===== src/rtl/lsu_pkg.sv =====
`default_nettype none
// ============================================================================
// Module      : lsu_pkg
// Description : Shared types and constants for the load/store unit.
// Revision    : 1.0 - initial release
// ============================================================================
package lsu_pkg;

    // Sequencer states: idle, low-byte access, high-byte access, capture.
    typedef enum logic [1:0] {
        ST_IDLE = 2'd0,
        ST_LO   = 2'd1,
        ST_HI   = 2'd2,
        ST_CAP  = 2'd3
    } lsu_state_e;

    // Access size encodings carried on req_size_i.
    localparam logic SZ_BYTE = 1'b0;
    localparam logic SZ_WORD = 1'b1;

    // Width of one RAM location.
    localparam int BYTE_W = 8;

endpackage : lsu_pkg
`default_nettype wire


===== src/rtl/load_store_unit_load_align.sv =====
`default_nettype none
// ============================================================================
// Module      : load_align
// Description : Combines captured RAM bytes into a load result and applies
//               zero/sign extension for byte loads.
// Revision    : 1.0 - initial release
// ============================================================================
module load_align
    import lsu_pkg::*;
#(
    parameter int DWIDTH = 16
) (
    input  logic              size_i,        // SZ_BYTE or SZ_WORD
    input  logic              sign_i,        // byte loads: 1 = sign-extend
    input  logic [BYTE_W-1:0] first_byte_i,  // byte A (word loads only)
    input  logic [BYTE_W-1:0] cap_byte_i,    // byte A for byte loads, A+1 for words
    output logic [DWIDTH-1:0] data_o
);

    // Select between little-endian word combine and extended byte.
    always_comb begin
        data_o = '0;
        if (size_i == SZ_WORD) begin
            data_o[2*BYTE_W-1:0] = {cap_byte_i, first_byte_i};
        end else if (sign_i) begin
            data_o = {{(DWIDTH-BYTE_W){cap_byte_i[BYTE_W-1]}}, cap_byte_i};
        end else begin
            data_o = {{(DWIDTH-BYTE_W){1'b0}}, cap_byte_i};
        end
    end

endmodule : load_align
`default_nettype wire


===== src/rtl/load_store_unit.sv =====
`default_nettype none
// ============================================================================
// Module      : load_store_unit
// Description : Sequences one load/store request at a time onto a byte-wide
//               RAM, splitting word accesses into two little-endian byte
//               accesses and returning load data with a one-cycle valid.
// Revision    : 1.0 - initial release
// ============================================================================
module load_store_unit
    import lsu_pkg::*;
#(
    parameter int DWIDTH     = 16,
    parameter int ADDR_WIDTH = 16
) (
    input  logic                  clk,
    input  logic                  rst,
    input  logic                  req_valid_i,
    output logic                  req_ready_o,
    input  logic                  req_we_i,
    input  logic                  req_size_i,
    input  logic                  req_sign_i,
    input  logic [ADDR_WIDTH-1:0] req_addr_i,
    input  logic [DWIDTH-1:0]     req_wdata_i,
    output logic                  rsp_valid_o,
    output logic [DWIDTH-1:0]     rsp_rdata_o,
    output logic [ADDR_WIDTH-1:0] ram_addr_o,
    output logic [DWIDTH-1:0]     ram_din_o,
    output logic                  ram_we_o,
    input  logic [DWIDTH-1:0]     ram_dout_i
);

    lsu_state_e            state_q, state_d;
    logic                  we_q, we_d;
    logic                  size_q, size_d;
    logic                  sign_q, sign_d;
    logic [ADDR_WIDTH-1:0] addr_q, addr_d;
    logic [DWIDTH-1:0]     wdata_q, wdata_d;
    logic [BYTE_W-1:0]     lo_q, lo_d;
    logic                  rsp_valid_q, rsp_valid_d;
    logic [DWIDTH-1:0]     rsp_rdata_q, rsp_rdata_d;

    logic [DWIDTH-1:0]     align_data;
    logic [ADDR_WIDTH-1:0] addr_plus1;

    // Only the low byte of the RAM output carries data.
    logic unused_dout_hi;
    assign unused_dout_hi = ^ram_dout_i[DWIDTH-1:BYTE_W];

    // Second byte address; natural wrap modulo 2^ADDR_WIDTH.
    assign addr_plus1 = addr_q + {{(ADDR_WIDTH-1){1'b0}}, 1'b1};

    load_align #(
        .DWIDTH (DWIDTH)
    ) u_load_align (
        .size_i       (size_q),
        .sign_i       (sign_q),
        .first_byte_i (lo_q),
        .cap_byte_i   (ram_dout_i[BYTE_W-1:0]),
        .data_o       (align_data)
    );

    // State, request latch and response registers.
    always_ff @(posedge clk) begin
        if (rst) begin
            state_q     <= ST_IDLE;
            we_q        <= 1'b0;
            size_q      <= 1'b0;
            sign_q      <= 1'b0;
            addr_q      <= '0;
            wdata_q     <= '0;
            lo_q        <= '0;
            rsp_valid_q <= 1'b0;
            rsp_rdata_q <= '0;
        end else begin
            state_q     <= state_d;
            we_q        <= we_d;
            size_q      <= size_d;
            sign_q      <= sign_d;
            addr_q      <= addr_d;
            wdata_q     <= wdata_d;
            lo_q        <= lo_d;
            rsp_valid_q <= rsp_valid_d;
            rsp_rdata_q <= rsp_rdata_d;
        end
    end

    // Next-state logic: accept, byte sequencing, capture and response.
    always_comb begin
        state_d     = state_q;
        we_d        = we_q;
        size_d      = size_q;
        sign_d      = sign_q;
        addr_d      = addr_q;
        wdata_d     = wdata_q;
        lo_d        = lo_q;
        rsp_valid_d = 1'b0;
        rsp_rdata_d = rsp_rdata_q;
        case (state_q)
            ST_IDLE: begin
                if (req_valid_i) begin
                    we_d    = req_we_i;
                    size_d  = req_size_i;
                    sign_d  = req_sign_i;
                    addr_d  = req_addr_i;
                    wdata_d = req_wdata_i;
                    state_d = ST_LO;
                end
            end
            ST_LO: begin
                if (size_q == SZ_WORD) begin
                    state_d = ST_HI;
                end else if (we_q) begin
                    state_d     = ST_IDLE;
                    rsp_valid_d = 1'b1;
                    rsp_rdata_d = '0;
                end else begin
                    state_d = ST_CAP;
                end
            end
            ST_HI: begin
                if (we_q) begin
                    state_d     = ST_IDLE;
                    rsp_valid_d = 1'b1;
                    rsp_rdata_d = '0;
                end else begin
                    // RAM output now holds byte A, read during LO.
                    lo_d    = ram_dout_i[BYTE_W-1:0];
                    state_d = ST_CAP;
                end
            end
            ST_CAP: begin
                rsp_rdata_d = align_data;
                rsp_valid_d = 1'b1;
                state_d     = ST_IDLE;
            end
            default: begin
                state_d = ST_IDLE;
            end
        endcase
    end

    // RAM drive decoded from registered state only.
    always_comb begin
        ram_addr_o = addr_q;
        ram_din_o  = '0;
        ram_we_o   = 1'b0;
        case (state_q)
            ST_LO: begin
                // Write is suppressed while rst is high so a request being
                // reset never commits a further byte.
                ram_we_o = we_q && !rst;
                if (we_q) begin
                    ram_din_o = {{(DWIDTH-BYTE_W){1'b0}}, wdata_q[BYTE_W-1:0]};
                end
            end
            ST_HI: begin
                ram_addr_o = addr_plus1;
                ram_we_o   = we_q && !rst;
                if (we_q) begin
                    ram_din_o = {{(DWIDTH-BYTE_W){1'b0}}, wdata_q[2*BYTE_W-1:BYTE_W]};
                end
            end
            default: begin
                ram_addr_o = addr_q;
            end
        endcase
    end

    assign req_ready_o = (state_q == ST_IDLE);
    assign rsp_valid_o = rsp_valid_q;
    assign rsp_rdata_o = rsp_rdata_q;

endmodule : load_store_unit
`default_nettype wire

===== config.mk =====
export PLATFORM = sky130hd
export DESIGN_NAME = load_store_unit
export DESIGN_NICKNAME = d
export VERILOG_FILES = /design/src/rtl/lsu_pkg.sv /design/src/rtl/load_store_unit_load_align.sv /design/src/rtl/load_store_unit.sv
export SDC_FILE = /design/constraint.sdc
export NUM_CORES = 1
export LEC_CHECK = 0
export BUFFER_PORTS_ARGS = -buffer_cell sky130_fd_sc_hd__buf_4
export CORE_MARGIN = 5
export CORE_UTILIZATION = 50
export CTS_BUF_LIST = sky130_fd_sc_hd__clkbuf_8
export DETAILED_ROUTE_END_ITERATION = 16
export PLACE_DENSITY_LB_ADDON = 0.3
export SYNTH_ARGS = -nofsm -noshare
export SYNTH_HDL_FRONTEND = slang
export SYNTH_SLANG_ARGS = --single-unit

===== constraint.sdc =====
create_clock -name clk -period 2 [get_ports clk]
set_input_delay 0.2 -clock clk [delete_from_list [all_inputs] [get_ports clk]]
set_output_delay 0.2 -clock clk [all_outputs]
set_load 0.05 [all_outputs]

==> flow_summary.json <==
{
  "status": "complete, but fails checks",
  "violations": "negative setup slack",
  "fp.dieW_um": 86.0,
  "grt-ovfl-total": 0,
  "min-delay-start": "req_wdata_i[14]",
  "routed_wirelength_mm": 7.62,
  "rsz0062_at_grt": "yes",
  "place_area_um2": 3690,
  "fin_hold_ws_ps": 105,
  "start_util_pct": 51.8,
  "finish.instance_area_um2": 4160,
  "holdPathEnd": "wdata_q[14]$_SDFFE_PP0P_",
  "worstSetupStartpointType": "flop",
  "vias": 2789,
  "clk_latency_ps": 340,
  "ant_nets": 0,
  "tritoncts": "built",
  "fin_crit_sh_pct": 105,
  "die_area_um2": 7390,
  "finish.utilization_pct": 74.7,
  "stdcell_count": 537,
  "htreeDepth": 3,
  "dp.cells": 512,
  "relSlewSlack_pct": 55.5,
  "drv_slew": 0,
  "clock_sinks": 62,
  "grt_max_degree": 40,
  "combPwrFrac_pct": 23.4,
  "grt_pass1_vias": 2784,
  "n_antenna_cell": 0,
  "clock-root-buffer": "clkbuf_8",
  "synth_area_um2": 2890,
  "end_kind": "output pin",
  "r2r-start": "state_q[1]$_SDFFE_PP0P_",
  "p_int_mw": 2.21,
  "setup_violations": 5,
  "ys_seq_area_share_pct": 43.0,
  "clk_pin_slew_ps": 70,
  "cts_buffers": 9,
  "portBuffers": 88,
  "hold_viol": 0,
  "maxCapViolations": 0,
  "grt_pass1_wl_mm": 12.5,
  "fin_ws_ps": -91.1,
  "drtPass1Iterations": 4,
  "whs_path_depth": 3,
  "pre_cts_ws_ps": 36.9,
  "fmax_mhz": 478,
  "ir_drop_v": 0.000722,
  "pwr-share-clk_pct": 33.9,
  "synthCells": 361,
  "syn2layout_area_growth_pct": 44.2,
  "reg2reg_slack_ps": 180,
  "yosysUniqueCellTypes": 35,
  "p_sw_mw": 1.02,
  "crit_fanout": 4,
  "coreArea_um2": 5570,
  "critPathArrivalTime_ps": 1890,
  "total_power_mw": 3.23,
  "ys_ff_latch": 62,
  "setup_tns_ps": -351,
  "drive_above_1_share_pct": 37.0,
  "antenna_found_initial": 0,
  "timing.rr.end": "rsp_rdata_o[12]$_SDFFE_PP0P_",
  "clock-skew-final_ps": 8.61,
  "criticalPathCategory": "reg2out",
  "place_congestion": 0.802,
  "required_ps": 1800,
  "wl_per_cell_um": 14.2,
  "rows": 27,
  "cts.path.max_buffers": 2,
  "seqPwrFrac_pct": 42.7,
  "drt-initial-drc-count": 165,
  "p_leak_nw": 1.73,
  "grt_use_total_pct": 21.0,
  "p_per_area_nw_per_um2": 775,
  "rr_worst_depth": 8,
  "layout.nets": 520,
  "syn_avg_cell_area_um2": 8.00,
  "tightestPinTransition_ps": 667,
  "min_period_ps": 2090,
  "drcViolationCount": 0,
  "post-dp-hpwl_mm": 5.25,
  "netSwitchingFraction_pct": 31.5,
  "boundaryPins": 105,
  "hp-class": "in2reg",
  "yosysWarnings": 0,
  "vias_per_cell": 5.19,
  "die_h_um": 86.0
}
==> critical path, cell delays in order (launching register included) <==
cell and delay (ps):
dfxtp_2 320, inv_2 60, ha_4 150, nand4_4 100, or3_4 430, buf_4 160
xnor2_2 150, buf_6 170
==> worst max-delay path by stage <==
| stage | depth (start not counted) | endpoint | startpoint | slack (ps) |
|---|---|---|---|---|
| after detailed placement | 7 | ram_addr_o[10] | state_q[0]$_SDFFE_PP0P_ | 40 |
| after CTS | 7 | ram_addr_o[12] | state_q[0]$_SDFFE_PP0P_ | -160 |
| after global placement | 7 | ram_addr_o[10] | state_q[0]$_SDFFE_PP0P_ | 100 |
| final | 7 | ram_addr_o[8] | state_q[0]$_SDFFE_PP0P_ | -90 |
| after floorplan | 7 | ram_addr_o[12] | state_q[0]$_SDFFE_PP0P_ | -120 |
| after global routing | 7 | ram_addr_o[12] | state_q[0]$_SDFFE_PP0P_ | -180 |
==> state kept, by name, indices dropped and copies added (netlist names) <==
name,cells
sign_q,1
we_q,1
size_q,1
rsp_rdata_o,16
wdata_q,16
lo_q,8
addr_q,16
state_q,2
rsp_valid_o,1
==> power by group through the flow <==
stage | clock network (mW) | registers, mW | logic, mW
floorplan | 0 | 1.39 | 0.462
global placement | 0 | 1.39 | 0.663
detailed placement | 0 | 1.39 | 0.675
CTS | 1.11 | 1.37 | 0.707
global route | 1.17 | 1.39 | 0.817
finish | 1.09 | 1.38 | 0.756
==> cells in the final DEF, fill, tap and decap left out, types with 3 or more instances in the layout <==
master,n
nor2_1,19
nand3_1,10
a22oi_1,5
xnor2_1,5
nand4_1,3
o211ai_1,7
buf_4,99
conb_1,8
dfxtp_1,58
dfxtp_2,3
mux2_2,7
mux2i_1,8
xnor2_2,5
ha_4,4
buf_6,11
clkinv_2,3
a21oi_1,53
a22oi_2,5
nand2_1,94
clkbuf_8,10
nor2_4,5
nor2b_1,5
==> cells by family (layout without fill, tap and decap cells) <==
| logic type | count (synthesis) | after routing | share of synthesized area (%) |
|---|---|---|---|
| buffers and inverters | 35 | 131 | 6.07 |
| adder cells (fa/ha/maj) | 6 | 6 | 2.60 |
| AO/OA/AOI/OAI | 79 | 79 | 16.3 |
| multiplexers | 15 | 15 | 5.51 |
| other | 1 | 8 | 0.130 |
| XOR/XNOR | 15 | 15 | 4.55 |
| flip-flops | 62 | 62 | 43.0 |
| AND/OR/NAND/NOR | 148 | 149 | 21.9 |
==> cell type report <==
type,instances,area (um2)
Inverter,4,15.0
Tap cell,72,90.1
Fill cell,429,1410
Clock buffer,10,138
Clock inverter,6,61.3
Multi-Input combinational cell,272,1730
Timing Repair Buffer,111,882
Sequential cell,62,1250
==> repair_timing <==
action                     CTS  global route
pin swaps                    3             5
setup endpoints to repair   15            17
buffers inserted             4             4
resized for setup           21            28
gates cloned                 0             1
hold buffers                 0             0
==> synthesized netlist by cell type, drive strengths merged <==
cell type   n  area [um2]
nand2      95         357
dfxtp      62        1240
a21oi      54         274
nor2       25        93.8
clkbuf     16        60.1
buf        15         100
nand3      11        55.1
a22oi      10        75.1
xnor2      10        87.6
mux2i       8        80.1
mux2        7        78.8
o211ai      7        52.6
ha          6        75.1
nor2b       5        31.3
xor2        5        43.8
inv         4        15.0
nand4       4        31.3
nor3        3        25.0
and3        2        12.5
o2bb2ai     2        17.5
a2111oi     1        8.76
a21o        1        7.51
and2        1        6.26
and4        1        8.76
conb        1        3.75
o2111ai     1        8.76
o21a        1        7.51
o21ai       1        8.76
o31a        1        8.76
or3         1        11.3
==> routing by layer <==
| metal | global-route usage (%) | routed length, um | vias to the layer above |
|---|---|---|---|
| li1 | - | - | 1394 |
| met1 | 25.5 | 3160 | 1291 |
| met2 | 34.6 | 3810 | 91 |
| met3 | 6.53 | 545 | 13 |
| met4 | 7.91 | 111 | 0 |
| met5 | 0 | 0 | - |
Note: power is estimated with default switching activity, not from simulation.
